[src/rtl/sprite_pkg.sv]
// sprite_pkg: OAM word layout, secondary-array entry, sprite height and evaluator states
// shared by sprite_evaluator and sprite_drawer.
package sprite_pkg;
    localparam int SPRITE_HEIGHT = 16;
    typedef struct packed {
        logic       enable;
        logic       yflip;
        logic       xflip;
        logic       prio;
        logic [9:0] ypos;
        logic [9:0] xpos;
        logic [7:0] spriteref;
    } oam_entry_t;
    typedef struct packed {
        logic [7:0] addr;
        logic       valid;
    } second_entry_t;
    typedef enum logic [1:0] {IDLE, SCAN, DRAIN, DONE} eval_state_t;
endpackage

[src/rtl/sprite_y_match.sv]
// sprite_y_match: combinational range hit test; 11-bit unsigned compare so a large
// position never wraps onto a small line.
module sprite_y_match import sprite_pkg::*; #(
    parameter int LINE_W = 9,
    parameter int HEIGHT = SPRITE_HEIGHT
) (
    input  logic              enable,
    input  logic [9:0]        ypos,
    input  logic [LINE_W-1:0] line,
    output logic              hit
);
    logic [10:0] l, y, d;
    always_comb begin
        l   = 11'(line);
        y   = 11'(ypos);
        d   = l - y;
        hit = enable && (l >= y) && (d < 11'(HEIGHT));
    end
endmodule

[src/rtl/sprite_evaluator.sv]
// sprite_evaluator: scans every OAM entry for one line and fills the secondary array
// with the addresses of sprites covering it, evaluating one cycle behind the address.
module sprite_evaluator import sprite_pkg::*; #(
    parameter int OAM_ADDR_SIZE     = 8,
    parameter int OAM_DATA_SIZE     = 32,
    parameter int SECOND_ARRAY_SIZE = 32,
    parameter int SPRITE_HEIGHT     = sprite_pkg::SPRITE_HEIGHT,
    parameter int DISPLAY_HEIGHT    = 480,
    parameter int LINE_NUMBER_WIDTH = $clog2(DISPLAY_HEIGHT)
) (
    input  logic                                          clk,
    input  logic                                          rst,
    input  logic                                          start,
    input  logic [LINE_NUMBER_WIDTH-1:0]                  line_number,
    output logic                                          busy,
    output logic                                          done,
    output logic                                          overflow,
    output logic                                          oam_req,
    output logic [OAM_ADDR_SIZE-1:0]                      oam_a,
    input  logic [OAM_DATA_SIZE-1:0]                      oam_d,
    output logic [SECOND_ARRAY_SIZE-1:0][OAM_ADDR_SIZE:0] second_array
);
    localparam int SW = $clog2(SECOND_ARRAY_SIZE);
    localparam logic [OAM_ADDR_SIZE-1:0] LAST = '1;

    eval_state_t state, next;
    logic [OAM_ADDR_SIZE-1:0]     idx, idx_q;
    logic [LINE_NUMBER_WIDTH-1:0] line_q;
    logic [SW:0]                  count;
    logic                         eval_v, hit, eval, full, unused;
    oam_entry_t                   e;

    assign e      = oam_d[31:0];
    assign unused = ^{e.spriteref, e.xpos, e.prio, e.xflip, e.yflip};

    sprite_y_match #(.LINE_W(LINE_NUMBER_WIDTH), .HEIGHT(SPRITE_HEIGHT)) u_y (
        .enable (e.enable),
        .ypos   (e.ypos),
        .line   (line_q),
        .hit    (hit)
    );

    // eval_v marks that oam_d holds the word addressed last cycle
    assign eval = eval_v && (state == SCAN || state == DRAIN) && hit;
    assign full = count == (SW+1)'(SECOND_ARRAY_SIZE);

    always_comb begin
        next = state;
        case (state)
            IDLE:    next = start ? SCAN : IDLE;
            SCAN:    next = (eval && full) ? DONE : (idx == LAST) ? DRAIN : SCAN;
            DRAIN:   next = DONE;
            default: next = IDLE;
        endcase
        busy    = state == SCAN || state == DRAIN;
        done    = state == DONE;
        oam_req = state == SCAN;
        oam_a   = idx;
    end

    always_ff @(posedge clk) begin
        if (rst) begin
            state        <= IDLE;
            idx          <= '0;
            idx_q        <= '0;
            eval_v       <= 1'b0;
            line_q       <= '0;
            count        <= '0;
            overflow     <= 1'b0;
            second_array <= '0;
        end else begin
            state  <= next;
            eval_v <= state == SCAN;
            idx_q  <= idx;
            if (state == SCAN)
                idx <= idx + 1'b1;
            if (state == IDLE && start) begin
                idx          <= '0;
                line_q       <= line_number;
                count        <= '0;
                overflow     <= 1'b0;
                second_array <= '0;
            end
            if (eval && !full) begin
                second_array[count[SW-1:0]] <= {idx_q, 1'b1};
                count                       <= count + 1'b1;
            end
            if (eval && full)
                overflow <= 1'b1;
        end
    end
endmodule

[config.mk]
export PLATFORM = sky130hd
export DESIGN_NAME = sprite_evaluator
export DESIGN_NICKNAME = d
export VERILOG_FILES = /design/src/rtl/sprite_pkg.sv /design/src/rtl/sprite_y_match.sv /design/src/rtl/sprite_evaluator.sv
export SDC_FILE = /design/constraint.sdc
export NUM_CORES = 1
export LEC_CHECK = 0
export CAP_MARGIN = 20
export CORE_ASPECT_RATIO = 2
export CORE_MARGIN = 2
export CORE_UTILIZATION = 45
export CTS_BUF_LIST = sky130_fd_sc_hd__clkbuf_4 sky130_fd_sc_hd__clkbuf_8 sky130_fd_sc_hd__clkbuf_16
export CTS_CLUSTER_SIZE = 14
export DETAILED_ROUTE_END_ITERATION = 7
export DONT_BUFFER_PORTS = 1
export PLACE_DENSITY_LB_ADDON = 0.1
export SKIP_LAST_GASP = 1
export SLEW_MARGIN = 20
export SYNTH_ARGS = -nofsm -noshare
export SYNTH_HDL_FRONTEND = slang
export SYNTH_SLANG_ARGS = --single-unit
[constraint.sdc]
create_clock -name clk -period 3.45 [get_ports clk]
set_input_delay 1.035 -clock clk [delete_from_list [all_inputs] [get_ports clk]]
set_output_delay 1.035 -clock clk [all_outputs]
set_load 0.05 [all_outputs]
==> flow_summary_export.csv <==
group,metric,value,unit
pwr,max-vdd-ir-drop,388,uV
setup_path,rrSetupSlack,670,ps
clocking,postCtsSetupBuffers,0,
finish,final_common_cell,"dfxtp_1",
worst_hold_path,hold_path.class,"flip-flop to flip-flop",
finish,drive_above_1_share,0.123,
clocking,tritoncts,"yes",
placement,hpwlAfterDp,23500,um
setup_path,cp-end-kind,"flip-flop",
synthesis,synth-seq-area-share,0.533,
clocking,cts.sinks,323,
worst_hold_path,min_from,"line_q[8]",
flow_run,drv_cap,0,
synthesis,syn_nets,1319,
setup_path,r2r.worst_path.cells,8,
synthesis,synth_flop_cell,"dfxtp_1",
setup_path,critPathArrivalTime,3440,ps
route,vias_per_cell,5.81,
global_route,grt_max_degree,101,
status,status,"finished clean",
timing,max_freq,334,MHz
timing,fin_crit,2990,ps
clocking,cts.clk_slew.worst_paths,70,ps
route,first_iter_violations,730,
synthesis,yosys_warnings,0,
timing,finalSetupViolCount,0,
clocking,cts_root_buf,"clkbuf_16",
synthesis,synth_area_leaders,"dfxtp_1 (53%), nand3_1 (10%), o21ai_1 (5.6%)",
setup_path,r2r-end,"second_array[283]",
setup_path,crit_type,"input pin to flip-flop",
die,num_rows,85,
setup_path,crit_chain,"inv_1, ha_1, a21o_1, or2_0, o211a_1, a211oi_4, and2_4, nand4_1, o21ai_0",
clocking,clockBufferDepth,3,
pwr,power.density,522,nW/um^2
timing,slew_headroom,0.335,
global_route,grt_pass1_vias,8942,
synthesis,syn_avg_cell_area,9.64,um^2
setup_path,cpMaxStageDelayCell,"o21ai_0",
timing,hold_viol,0,
route,routed_wl,35500,um
clocking,htreeDepth,1,
setup_path,worstPathRequired,3900,ps
global_route,antenna_found_initial,0,
synthesis,ys_ff_latch,323,
setup_path,crit-reg2reg-launch,"line_q[3]",
timing,tightest_slew,998,ps
clocking,cts_buffers,28,
clocking,hold_buffers,0,
die,core_region_area,26700,um^2
global_route,grtUsageTotal,0.243,
timing,fin_crit_sh,0.868,
placement,gp_congestion,0.805,
setup_path,cp_top_family,"compound AO/OA/AOI/OAI gates",
synthesis,netlist_area,12100,um^2
pwr,power.leakage,0.00497,uW
timing,rsz0062_at_grt,"false",
clocking,cts_resized,0,
synthesis,netlist.area_leader.share,0.533,
setup_path,cp-start-kind,"input pin",
finish,fin_nets,1298,
timing,whs,459,ps
clocking,worst_skew_pair.late_latency,550,ps
route,final_antenna_net_count,0,
synthesis,syn_inst,1257,
die,die_w,120,um
timing,worst_slack,456,ps
finish,mostFrequentLayoutCells,"dfxtp_1 (323), nand3_1 (249), o21ai_1 (136)",
pwr,p_total,7020,uW
global_route,grt_overflow_total,0,
synthesis,ys_async_sr_fraction,0,
synthesis,ys_types,53,
finish,area_growth_syn_to_layout,10.9,%
die,io_pins,344,
worst_hold_path,whs_path_depth,2,
setup_path,path_max_fanout,16,
placement,dp_slack,-71.0,ps
die,initial_core_util,0.454,
setup_path,cpPeakStageDelay,380,ps
timing,drv_slew,0,
route,vias,9289,
timing,fin_skew,8.07,ps
route,dr.pass1.iters,5,
die,dieArea,28300,um^2
worst_hold_path,min_to,"line_q[8]",
die,die_h,236,um
synthesis,synth_top_cell_by_area,"dfxtp_1",
global_route,grt_pass1_wl,53800,um
finish,nFillCells,2483,
setup_path,path_buf_inv,1,
placement,io_buffers,0,
route,drc,0,
synthesis,synth_edf_count,0,
finish,diodes,0,
route,wire_per_inst,22.2,um
[per-layer routing]
| layer | track usage | vias up | share of wire |
|---|---|---|---|
| met2 | 0.434 | 348 | 0.52 |
| li1 | - | 4420 | - |
| met5 | 0 | - | 0 |
| met1 | 0.275 | 4460 | 0.37 |
| met4 | 0.0788 | 0 | 0.029 |
| met3 | 0.0677 | 61 | 0.084 |
[cells by family after synthesis]
group,Yosys count,share of synthesized area
adder cells (fa/ha/maj),18,0.0186
flip-flops,323,0.533
AND/OR/NAND/NOR,464,0.248
AO/OA/AOI/OAI,315,0.137
multiplexers,18,0.0150
buffers and inverters,115,0.0453
XOR/XNOR,4,0.00289
[synth_stat cells (3+ instances only)]
| master | number |
|---|---|
| clkbuf_1 | 73 |
| nand4_1 | 14 |
| dfxtp_1 | 323 |
| nand2_1 | 103 |
| or3_1 | 4 |
| xor2_1 | 3 |
| inv_1 | 15 |
| nor2b_1 | 12 |
| nand4b_4 | 19 |
| nand4_4 | 22 |
| buf_4 | 5 |
| mux2i_1 | 17 |
| buf_2 | 14 |
| a21oi_1 | 49 |
| buf_8 | 3 |
| nand3_1 | 250 |
| o21ai_0 | 112 |
| and3_1 | 6 |
| nor3_1 | 3 |
| nor2_1 | 14 |
| o21ai_1 | 136 |
| ha_1 | 18 |
| o211a_1 | 3 |
[how the worst max path moves through the flow]
stage	from	end	cells past startpoint
finish	oam_d[21]	second_array[283]	9
global route	oam_d[21]	second_array[283]	9
CTS	oam_d[21]	second_array[283]	9
detailed placement	oam_d[21]	second_array[280]	9
global placement	oam_d[21]	second_array[287]	9
floorplan	oam_d[21]	second_array[271]	11
[worst reg2reg max path, cell delays in order, from the launching register on]
cell	delay (ps)
dfxtp_1	310
ha_1	300
a21o_1	220
or2_0	200
o211a_1	250
a211oi_4	300
and2_4	360
nand4_1	360
o21ai_0	380
[power by group]
part           switching (uW)  internal [uW]  leakage [uW]
sequential               10.2           3740       0.00260
clock                    1330           1720      0.000442
combinational             159           55.1       0.00192
total                    1500           5520       0.00497
[final cells by class]
cell class                      count  area (um^2)  share of cell area
Clock buffer                       40          827              0.0616
Clock inverter                      4         45.0             0.00335
Inverter                           15         56.3             0.00419
Multi-Input combinational cell    819         5150               0.383
Sequential cell                   323         6470               0.481
Tap cell                          348          435              0.0324
Timing Repair Buffer               49          455              0.0339
[stage by stage]
| stage | TNS [ps] | cell area [um^2] | std cells | utilization |
|---|---|---|---|---|
| 6_report | 0 | 13400 | 1598 | 0.503 |
| 5_1_grt | 0 | 13400 | 1598 | 0.503 |
| 4_1_cts | 0 | 13400 | 1598 | 0.503 |
| 3_5_place_dp | -280 | 12600 | 1554 | 0.471 |
| 3_3_place_gp | 0 | 12600 | 1554 | 0.471 |
| 2_1_floorplan | 0 | 12100 | 1257 | - |
[flip-flops by register name (all words and copies together), names as in the netlist]
name	cells
line_q	9
count	6
state	2
second_array	288
overflow	1
eval_v	1
oam_a	8
idx_q	8
(Power assumes the default switching activity.)
==> RTL change 1, RTL diff (same flow settings) <==
Change the parameter `SECOND_ARRAY_SIZE` from 32 to 16.
--- a/src/rtl/sprite_evaluator.sv
+++ b/src/rtl/sprite_evaluator.sv
@@ -3,7 +3,7 @@
 module sprite_evaluator import sprite_pkg::*; #(
     parameter int OAM_ADDR_SIZE     = 8,
     parameter int OAM_DATA_SIZE     = 32,
-    parameter int SECOND_ARRAY_SIZE = 32,
+    parameter int SECOND_ARRAY_SIZE = 16,
     parameter int SPRITE_HEIGHT     = sprite_pkg::SPRITE_HEIGHT,
     parameter int DISPLAY_HEIGHT    = 480,
     parameter int LINE_NUMBER_WIDTH = $clog2(DISPLAY_HEIGHT)
Ports: changed (resized second_array); port bits go from 344 to 200. No check against the original RTL was run, so the function may have changed too.
==> RTL change 1 against the unedited design <==
Total power fell by 40%. Sequential share of layout area shrank 4.4 points. Synthesized area is 41% lower. Setup slack got worse by 0.17 ns. Sequential cell count down 145. Cell area fell by 39%. Clock power shrank 37%. Wire length is 47% lower.
==> RTL change 1: results (changes against the unedited design) <==
cell types with the largest area share after synthesis: sky130_fd_sc_hd__dfxtp_1 (50%), sky130_fd_sc_hd__mux2i_1 (15%), sky130_fd_sc_hd__nand2_1 (8.5%), sky130_fd_sc_hd__ha_1 (3.3%), sky130_fd_sc_hd__a21oi_1 (2.4%)
result of the run: complete, no violations
critical path's slowest cell: sky130_fd_sc_hd__or4_4
leakage power: 3.352 nW (-33%)
Skew-Pair Late Insertion Delay: 0.43 ns (-0.12 ns)
slack of the worst reg-to-reg path: 0.63 ns (-0.04 ns)
htree depth: 4 (+3)
cts bufs inserted: 17 (-39%)
most common library cells after synthesis: sky130_fd_sc_hd__dfxtp_1 (178), sky130_fd_sc_hd__nand2_1 (162), sky130_fd_sc_hd__mux2i_1 (105), sky130_fd_sc_hd__clkbuf_1 (39), sky130_fd_sc_hd__a21oi_1 (35)
global router's overall resource usage: 22.22% (-2.1 points)
Post-Place Cells: 927 (-40%)
maximum VDD drop: 332.9 µV (-14%)
Reg2Reg Launch Point: line_q[2]
final weighted congestion in routability-driven placement: 0.8061 (+0.20%)
biggest regs: second_array (144), line_q (9)
number of antenna violations at the first check in global routing: 0 (unchanged)
total vias in the final route: 5337 (-43%)
met2 capacity usage during global routing: 42.55% (-0.84 points)
Setup Skew: 0.01403 ns (+0.005960 ns)
sequential-to-total area share from yosys stat: 49.76% (-3.6 points)
via density per instance: 5.571 (-4.2%)
M1 wire length: 6740 µm (-49%)
maximum fanout along the worst path: 10 (-6)
end of the worst register-to-register path: second_array[7]
dominant delay contributor by cell family on the critical path: simple AND/OR/NAND/NOR gates
switching power share of the total: 22.54% (+1.1 points)
Post-Synthesis Net Count: 808 (-39%)
number of DRC violations after detailed-routing iteration 0: 128 (-82%)
arrival time at the worst endpoint: 3.49 ns (+0.05 ns)
beginning of the critical path: oam_d[19]
highest cell delay on the worst timing path: 0.48 ns (+0.10 ns)
Least-Margin Pin Slew: 0.8491 ns (-0.1490 ns)
Mean Syn Cell Area: 9.613 µm² (-0.30%)
half-perimeter wire length after placement: 13580 µm (-42%)
per-cell routed wire length: 19.67 µm (-11%)
final critical-path required period: 3.159 ns (+0.1652 ns)
met2 wire length: 10640 µm (-42%)
fraction of final layout cells with drive strength greater than 1: 10.96% (-1.4 points)
met1 track demand over resource in global routing: 22.76% (-4.7 points)
GR met3 Demand/Resource: 5.409% (-1.4 points)
# resized after CTS: 0 (unchanged)
worst slack at placement: -0.1425 ns (-0.07148 ns)
Worst Reg-to-Reg Cells: 9 (+1)
wire length of the first global-routing pass: 29370 µm (-45%)
placed inst area: 7556 µm² (-40%)
maximum buffer depth of the clock tree: 2 (-1)
==> RTL change 1: changes by cell type in the layout (fill, tap and decap cells not counted), sizes merged, moves of 14 or more <==
cell     before  now
o21ai       248    9
nand3       251   19
dfxtp       323  178
mux2i        17  105
nand2       103  162
clkbuf       40   20
nand4b       20    0
nand4        36   19
a2bb2oi       0   16
a21oi        49   35
==> RTL change 1: worst min path at each step <==
stage	slack [ns]	startpoint	endpoint
finish	0.46	line_q[4]	line_q[4]
floorplan	0.44	line_q[0]	line_q[0]
CTS	0.46	line_q[0]	line_q[0]
detailed placement	0.45	line_q[0]	line_q[0]
global placement	0.44	line_q[0]	line_q[0]
global route	0.49	line_q[2]	line_q[2]
==> RTL change 1: logic make-up after synthesis <==
| logic type | count (synthesis) | share of synthesized area (%) |
|---|---|---|
| AND/OR/NAND/NOR | 274 | 18.10 |
| AO/OA/AOI/OAI | 90 | 8.910 |
| XOR/XNOR | 7 | 0.8561 |
| buffers and inverters | 72 | 4.385 |
| flip-flops | 178 | 49.76 |
| multiplexers | 105 | 14.68 |
| adder cells (fa/ha/maj) | 19 | 3.319 |
==> RTL change 1: cell type report <==
type | instances | area (µm²)
Clock buffer | 20 | 460.4
Clock inverter | 11 | 127.6
Fill cell | 1465 | 7552
Inverter | 13 | 48.80
Multi-Input combinational cell | 495 | 3292
Sequential cell | 178 | 3563
Tap cell | 201 | 251.5
Timing Repair Buffer | 40 | 400.4
==> RTL change 1: power groups by stage <==
stage / clock network (mW) / registers, mW / logic (mW)
2_1_floorplan: 0 / 2.12 / 0.145
3_3_place_gp: 0 / 2.12 / 0.184
3_5_place_dp: 0 / 2.12 / 0.191
4_1_cts: 1.97 / 2.08 / 0.192
5_1_grt: 2.05 / 2.08 / 0.209
6_report: 1.93 / 2.08 / 0.190
==> RTL change 2, RTL diff (same settings) <==
Made on the original files. Add an input register stage for `start`, `line_number` and `oam_d`, with the module's reset; this delays them by one clock. Comments in the files are not updated.
--- a/src/rtl/sprite_evaluator.sv
+++ b/src/rtl/sprite_evaluator.sv
@@ -23,6 +23,22 @@
     localparam int SW = $clog2(SECOND_ARRAY_SIZE);
     localparam logic [OAM_ADDR_SIZE-1:0] LAST = '1;
 
+    logic start_q;
+    logic [LINE_NUMBER_WIDTH-1:0] line_number_q;
+    logic [OAM_DATA_SIZE-1:0] oam_d_q;
+
+    always_ff @(posedge clk) begin
+        if (rst) begin
+            start_q       <= '0;
+            line_number_q <= '0;
+            oam_d_q       <= '0;
+        end else begin
+            start_q       <= start;
+            line_number_q <= line_number;
+            oam_d_q       <= oam_d;
+        end
+    end
+
     eval_state_t state, next;
     logic [OAM_ADDR_SIZE-1:0]     idx, idx_q;
     logic [LINE_NUMBER_WIDTH-1:0] line_q;
@@ -30,7 +46,7 @@
     logic                         eval_v, hit, eval, full, unused;
     oam_entry_t                   e;
 
-    assign e      = oam_d[31:0];
+    assign e      = oam_d_q[31:0];
     assign unused = ^{e.spriteref, e.xpos, e.prio, e.xflip, e.yflip};
 
     sprite_y_match #(.LINE_W(LINE_NUMBER_WIDTH), .HEIGHT(SPRITE_HEIGHT)) u_y (
@@ -47,7 +63,7 @@
     always_comb begin
         next = state;
         case (state)
-            IDLE:    next = start ? SCAN : IDLE;
+            IDLE:    next = start_q ? SCAN : IDLE;
             SCAN:    next = (eval && full) ? DONE : (idx == LAST) ? DRAIN : SCAN;
             DRAIN:   next = DONE;
             default: next = IDLE;
@@ -74,9 +90,9 @@
             idx_q  <= idx;
             if (state == SCAN)
                 idx <= idx + 1'b1;
-            if (state == IDLE && start) begin
+            if (state == IDLE && start_q) begin
                 idx          <= '0;
-                line_q       <= line_number;
+                line_q       <= line_number_q;
                 count        <= '0;
                 overflow     <= 1'b0;
                 second_array <= '0;
Function: changed (Yosys sat finds a counterexample within 4 cycles, from zero or initial values and one cycle with rst high).
==> RTL change 2 against the unedited design <==
Core utilization is 0.19 points lower. Global-route usage down 1.5 points. Hold slack got worse by 0.023 ns. Cell area decreased by 1.9%. Sequential cell count up 21. Synthesized area decreased by 0.75%. Critical path type is now register to register. Wire length is 6.2% lower. Largest cell class unchanged. Via count fell by 6.2%. Total power rose by 6.8%. Sequential share of layout area rose by 4.1 points. Cell count fell by 0.75%. Maximum frequency fell by 7.1%. Setup slack lost 0.23 ns.
==> RTL change 2: results (changes against the unedited design) <==
number of filler cells placed in the layout: 2458 (-1.0%)
Clock Network Area Fraction: 7.359% (+0.87 points)
GR met3 Demand/Resource: 5.959% (-0.81 points)
highest cell delay on the worst timing path: 0.50 ns (+0.12 ns)
leakage power: 5.006 nW (+0.75%)
Post-Synthesis Net Count: 1348 (+2.2%)
cell types with the largest area share after synthesis: sky130_fd_sc_hd__dfxtp_1 (57%), sky130_fd_sc_hd__nand3_1 (8.4%), sky130_fd_sc_hd__o21ai_0 (7.7%), sky130_fd_sc_hd__mux2i_1 (6.7%), sky130_fd_sc_hd__nand2_1 (4.4%)
number of DRC violations after detailed-routing iteration 0: 453 (-38%)
most common library cells after synthesis: sky130_fd_sc_hd__dfxtp_1 (344), sky130_fd_sc_hd__nand3_1 (201), sky130_fd_sc_hd__o21ai_0 (185), sky130_fd_sc_hd__nand2_1 (142), sky130_fd_sc_hd__clkbuf_1 (90)
wire length after detailed routing: 33320 µm (-6.2%)
maximum VDD drop: 356.2 µV (-8.3%)
number of distinct library cell variants in the gate-level netlist after synthesis: 48 (-9.4%)
global router's overall resource usage: 22.77% (-1.5 points)
critical path's slowest cell: sky130_fd_sc_hd__nand3_1
area occupied by multi-input gates: 4651 µm² (-9.7%)
met2 capacity usage during global routing: 42.15% (-1.2 points)
met1 track demand over resource in global routing: 24.46% (-3.0 points)
sequential-to-total area share from yosys stat: 57.25% (+3.9 points)
clock buffer count in the final layout: 46 (+15%)
Non-clock buffers: 19 (-61%)
Least-Margin Pin Slew: 0.9711 ns (-0.02692 ns)
beginning of the critical path: e[24]
invs w/o clock: 19 (+4)
synthesized flop and latch total: 344 (+6.5%)
HP Start: line_number_q[6]
Register Area: 6887 µm² (+6.5%)
detailed-router iteration count before antenna repair: 6 (+1)
half-perimeter wire length after placement: 21430 µm (-8.8%)
arrival time at the worst endpoint: 3.62 ns (+0.18 ns)
maximum fanout along the worst path: 25 (+9)
result of the run: complete, no violations
RTL change 2: metal layers:
metal	up-vias	wire [µm]
met5	-	0
met4	0	1110
met3	62	2441
met2	287	17620
met1	4065	12150
li1	4297	-
RTL change 2: logic make-up (layout without fill, tap and decap cells):
logic type                 Yosys count  in the layout  synth area share, %
buffers and inverters              131             87                4.337
muxes                               81             81                6.740
adders and majority gates           18             18                1.872
xor gates and xnor gates             5              5               0.3640
AOI/OAI and AO/OA                  262            262                11.48
DFF                                344            344                57.25
and+or+nand+nor                    445            445                17.95
RTL change 2: final timing paths:
path / slack (ns) / to / depth (start not counted)
worst min-delay path: 0.44 / line_q[6] / 2
worst max-delay path: 0.23 / second_array[122] / 11
worst min register to register: 0.44 / line_q[6] / 2
worst max register to register: 0.23 / second_array[122] / 11
RTL change 2: power groups by stage:
stage | registers (mW) | clock network (mW) | logic, mW
2_1_floorplan | 4.09 | 0 | 0.162
3_3_place_gp | 4.09 | 0 | 0.197
3_5_place_dp | 4.09 | 0 | 0.198
4_1_cts | 4.00 | 3.40 | 0.199
5_1_grt | 4.00 | 3.54 | 0.215
6_report | 4.00 | 3.30 | 0.197
RTL change 2: metrics by stage:
step | worst slack (ns) | instance area [µm²] | std cells | hold slack, ns | util (%)
6_report | 0.2281 | 13180 | 1586 | 0.4355 | 50.15
5_1_grt | 0.01092 | 13180 | 1586 | 0.4555 | 50.15
4_1_cts | 0.2012 | 13180 | 1586 | 0.4333 | 50.15
3_5_place_dp | 0.2189 | 12210 | 1537 | 0.4222 | 46.46
3_3_place_gp | 0.2731 | 12210 | 1537 | 0.4225 | 46.46
2_1_floorplan | 0.7796 | 12030 | 1286 | 0.4174 | -
